### config.mk
export PLATFORM = sky130hd
export DESIGN_NAME = ship_map_display_flat
export DESIGN_NICKNAME = d
export VERILOG_FILES = /design/src/rtl/ship_map_display_if.sv /design/src/rtl/ship_map_display.sv /design/src/flat_wrapper.sv
export SDC_FILE = /design/constraint.sdc
export NUM_CORES = 1
export LEC_CHECK = 0
export BUFFER_PORTS_ARGS = -buffer_cell sky130_fd_sc_hd__buf_2
export CAP_MARGIN = 10
export CELL_PAD_IN_SITES_DETAIL_PLACEMENT = 1
export CELL_PAD_IN_SITES_GLOBAL_PLACEMENT = 1
export CORE_ASPECT_RATIO = 0.9
export CORE_MARGIN = 10
export CORE_UTILIZATION = 38
export CTS_CLUSTER_DIAMETER = 50
export DETAILED_ROUTE_END_ITERATION = 10
export PLACE_DENSITY = 0.95
export SLEW_MARGIN = 10
export SYNTH_ARGS = -nofsm -noshare
export SYNTH_HDL_FRONTEND = slang
export SYNTH_SLANG_ARGS = --single-unit
### constraint.sdc
create_clock -name clk -period 3.1 [get_ports clk]
set_input_delay 0.31 -clock clk [delete_from_list [all_inputs] [get_ports clk]]
set_output_delay 0.31 -clock clk [all_outputs]
set_load 0.02 [all_outputs]
### src/rtl/ship_map_display_if.sv
// ship_map_display_if: map/cursor inputs and multiplexed 7-segment drive for the battle-field display
interface ship_map_display_if;
    logic        phase;
    logic [27:0] pships;
    logic [27:0] hits;
    logic [3:0]  cur_an;
    logic [7:0]  cur_seg;
    logic [3:0]  an;
    logic [7:0]  seg;

    modport master (
        output phase, pships, hits, cur_an, cur_seg,
        input  an, seg
    );

    modport slave (
        input  phase, pships, hits, cur_an, cur_seg,
        output an, seg
    );
endinterface

### src/rtl/ship_map_display.sv
// ship_map_display: scans the 28-bit ship/hit map onto four active-low 7-segment digits with a blinking cursor overlay
module ship_map_display #(
    parameter int SCAN_DIV  = 1,
    parameter int BLINK_DIV = 200
) (
    input  logic               clk,
    input  logic               rst_n,
    ship_map_display_if.slave  bus
);
    localparam int SW = SCAN_DIV > 1 ? $clog2(SCAN_DIV) : 1;
    localparam int BW = BLINK_DIV > 1 ? $clog2(BLINK_DIV) : 1;

    logic [SW-1:0] r_scan_cnt;
    logic [BW-1:0] r_blink_cnt;
    logic [1:0]    r_d;
    logic          r_blink;
    logic [3:0]    r_an;
    logic [7:0]    r_seg;

    logic          w_scan_wrap;
    logic          w_blink_wrap;
    logic          w_blink_next;
    logic [3:0]    w_an_next;
    logic [27:0]   w_map;
    logic [6:0]    w_field;
    logic [6:0]    w_base;
    logic [6:0]    w_mask;
    logic          w_cur_valid;
    logic          w_cur_hit;
    logic [7:0]    w_seg_next;

    assign w_scan_wrap  = r_scan_cnt == SW'(SCAN_DIV - 1);
    assign w_blink_wrap = r_blink_cnt == BW'(BLINK_DIV - 1);
    assign w_blink_next = w_blink_wrap ? ~r_blink : r_blink;

    // Digit driven on this edge is the current scan index; the index advances behind it
    assign w_an_next = ~(4'b0001 << r_d);
    assign w_map     = bus.phase ? bus.hits : bus.pships;
    assign w_field   = 7'(w_map >> (7 * r_d));

    // Board wiring of map bits onto segments a..g, active-low
    assign w_base = ~{w_field[5], w_field[6], w_field[2], w_field[3],
                      w_field[4], w_field[0], w_field[1]};

    // A cursor with zero or several active lines is treated as absent; cur_seg[7] is ignored
    assign w_cur_valid = $onehot(~bus.cur_an) && $onehot(~bus.cur_seg[6:0]);
    assign w_cur_hit   = w_cur_valid && (bus.cur_an == w_an_next);
    assign w_mask      = ~bus.cur_seg[6:0];

    // Cursor segment follows the new blink phase; decimal point marks the battle cursor
    assign w_seg_next = {~(w_cur_hit & bus.phase),
                         w_cur_hit ? (w_blink_next ? (w_base & ~w_mask) : (w_base | w_mask)) : w_base};

    // Scan and blink timebases
    always_ff @(posedge clk or negedge rst_n) begin
        if (!rst_n) begin
            r_scan_cnt  <= '0;
            r_d         <= 2'd0;
            r_blink_cnt <= '0;
            r_blink     <= 1'b0;
        end else begin
            r_scan_cnt  <= w_scan_wrap ? '0 : r_scan_cnt + 1'b1;
            r_d         <= w_scan_wrap ? r_d + 2'd1 : r_d;
            r_blink_cnt <= w_blink_wrap ? '0 : r_blink_cnt + 1'b1;
            r_blink     <= w_blink_next;
        end
    end

    // Digit enable and segment data registered together so they never disagree
    always_ff @(posedge clk or negedge rst_n) begin
        if (!rst_n) begin
            r_an  <= 4'b1111;
            r_seg <= 8'hFF;
        end else begin
            r_an  <= w_an_next;
            r_seg <= w_seg_next;
        end
    end

    assign bus.an  = r_an;
    assign bus.seg = r_seg;
endmodule

### src/flat_wrapper.sv
// flat-port wrapper written by rule: the top's interface ports become plain ports
module ship_map_display_flat 
#(
    parameter int SCAN_DIV  = 1,
    parameter int BLINK_DIV = 200
)
  (clk, rst_n, bus_phase, bus_pships, bus_hits, bus_cur_an, bus_cur_seg, bus_an, bus_seg);
  ship_map_display_if bus_i ();
  input  logic clk;
  input  logic rst_n;
  input wire logic [$bits(bus_i.phase)-1:0] bus_phase;
  input wire logic [$bits(bus_i.pships)-1:0] bus_pships;
  input wire logic [$bits(bus_i.hits)-1:0] bus_hits;
  input wire logic [$bits(bus_i.cur_an)-1:0] bus_cur_an;
  input wire logic [$bits(bus_i.cur_seg)-1:0] bus_cur_seg;
  output wire logic [$bits(bus_i.an)-1:0] bus_an;
  output wire logic [$bits(bus_i.seg)-1:0] bus_seg;
  assign bus_i.phase = bus_phase;
  assign bus_i.pships = bus_pships;
  assign bus_i.hits = bus_hits;
  assign bus_i.cur_an = bus_cur_an;
  assign bus_i.cur_seg = bus_cur_seg;
  assign bus_an = bus_i.an;
  assign bus_seg = bus_i.seg;
  ship_map_display #(.SCAN_DIV(SCAN_DIV), .BLINK_DIV(BLINK_DIV)) u_core (.clk(clk), .rst_n(rst_n), .bus(bus_i));
endmodule
==> results.txt <==
status -> completed
top cells by area, synth -> dfstp_2, mux4_2, dfrtp_1
die height -> 85.0 um
Worst Setup End Kind -> flip-flop
ys async rst share -> 100%
Post-synth EDFFs -> 0
Mean Syn Cell Area -> 11.1 um2
Avg Vias per Cell -> 5.03
CTS tree -> yes
Max clock buf depth -> 2
drt first-iter violations -> 52
post-synth top area cell -> dfstp_2
num rows -> 23
gpl congestion -> 0.749
Post-synth top flop -> dfstp_2
effective utilization at floorplan -> 39.8%
cell with the most instances after synthesis -> inv_1
Post-CTS Setup Bufs -> 0
Die X -> 92.3 um
H-tree lvl count -> 1
PwrDens -> 303 nW/um2
final wirelength -> 5420 um
Final Util -> 50.9%
unrepaired setup endpoints after global routing -> no
Layout area overhead -> 28.0%
Worst Path Buf+Inv -> 2
WP data arrival -> 3.01 ns
Clock Pin Slew Worst Setup and Hold Paths -> 0.08 ns
largest net degree at the start of global routing -> 24
clock skew -> 0.00685 ns
slowest cell on the critical path -> fa_1
via count -> 1528
layout cells sized above 1 -> 47.1%
vias in the first global route -> 1864
P_leak -> 0.00112 uW
Max-Cap Viols -> 0
Net Count, Synth -> 248
final-stage net count -> 330
GRT Total Usage -> 14.2%
Synth cell types -> 29
CTS Sinks -> 23
Worst slew margin -> 53.2%
antenna-violating nets left -> 0
Final period util -> 90.9%
DR pass1 iterations -> 3
wire length of the first global-routing pass -> 9030 um
Peak supply drop -> 157 uV
Clk Latency, worst-skew pair -> 0.27 ns
post-cts gate resize count -> 0
Critical Path Source Type -> input pin
mapped cell area -> 1790 um2
Crit Path Class -> input pin to flip-flop
Setup-failing EPs final -> 0
Inserted Clock Buffers -> 3
Worst Max-Slew Pin Slew -> 0.702 ns
wire per inst -> 17.8 um
HP Class -> input pin to async pin
Worst Path Required -> 3.29 ns
hold_ws -> 0.00343 ns
Root Driver -> clkbuf_8
Final Hold Vio Count -> 0
critical register-to-register path startpoint -> u_core.r_d[1]
global route overflow -> 0
post-synthesis sequential element count -> 23
core area -> 4490 um2
CP top delay family -> adder cells
min cycle time layout -> 2.82 ns
# diodes -> 0
Die Area -> 7840 um2
DRC -> 0
critical-path cell list -> buf_2 -> inv_1 -> ha_1 -> fa_1 -> ha_1 -> fa_1 -> or4b_1 -> nor3_1 -> mux2i_1
I/O Pins -> 83
hold buffers post-CTS -> 0
initial antenna violation count -> 0
commonest cells in the netlist -> inv_1, nand2_1, mux4_2
Final Max Tran Viols -> 0
post-synthesis sequential area ratio -> 33.1%
hpwl dp -> 4820 um
Ys Warns -> 0
Yosys top cell area share -> 17.7%
fmax -> 0.355 GHz
critical path peak fanout -> 8
crit path launch -> bus_cur_seg[4]
CP peak stage delay -> 0.55 ns
synthesized instance count -> 161
PortBufs -> 81
[path summary, 6_finish.rpt]
check | endpoint | slack, ns | depth (start not counted)
setup / recovery | u_core.bus.seg[4] | 0.28 | 9
max in group asynchronous | u_core.bus.seg[3] | 2.73 | 1
hold / removal | u_core.r_blink_cnt[6] | 0.003 | 1
min in group clk | u_core.bus.seg[5] | 0.40 | 4
setup reg to reg | u_core.bus.seg[3] | 0.75 | 6
hold reg to reg | u_core.r_blink_cnt[0] | 0.48 | 1
[area by class of cell]
type                            count  area, um2
Inverter                           27        101
Clock buffer                        4       45.0
Tap cell                           62       77.6
Sequential cell                    23        591
Timing Repair Buffer               82        413
Fill cell                         549       2200
Multi-Input combinational cell    106       1060
[cell usage in the layout (no fill, tap or decap), types with 2 or more instances in the layout]
master,count
buf_2,81
clkbuf_8,3
dfrtp_1,11
dfstp_2,12
fa_1,4
ha_1,12
inv_1,27
mux2i_1,8
mux4_2,14
nand2_1,23
nand3_1,5
nand4_1,2
nor2_1,3
nor3_1,7
o21ai_0,3
or4b_1,7
xnor2_1,2
xor2_1,6
[through the flow]
step	TNS, ns	power, uW	setup WS (ns)	std cells	area [um2]
after floorplan	0	429	0.348	161	1790
after global placement	0	505	0.0923	300	2240
after detailed placement	-0.0336	517	-0.0202	300	2240
after CTS	0	700	0.262	304	2290
after global routing	0	738	0.109	304	2290
final	0	693	0.282	304	2290
[layer usage]
| layer | track usage (%) | part of all wire, % |
|---|---|---|
| met1 | 14.5 | 38 |
| met2 | 25.8 | 52 |
| met3 | 6.25 | 9.5 |
| met4 | 3.78 | 1.1 |
| met5 | 0 | 0 |
[flip-flops by register name (all words and copies together) (netlist names)]
name	count
u_core.bus.an	4
u_core.r_blink_cnt	8
u_core.bus.seg	8
u_core.r_d	2
u_core.r_blink	1
[cells by family after synthesis]
| group | count (synthesis) | share of synthesized area [%] |
|---|---|---|
| AOI/OAI and AO/OA | 6 | 2.10 |
| xor gates and xnor gates | 9 | 4.84 |
| adders and majority gates | 16 | 12.9 |
| buffers and inverters | 32 | 7.64 |
| DFF | 23 | 33.1 |
| muxes | 23 | 22.8 |
| and+or+nand+nor | 52 | 16.7 |
[power breakdown]
part | internal [uW] | total, uW | switching (uW)
combinational | 93.2 | 195 | 101
clock | 91.7 | 184 | 92.4
sequential | 313 | 314 | 1.37
Note: power is estimated with default switching activity, not from simulation.
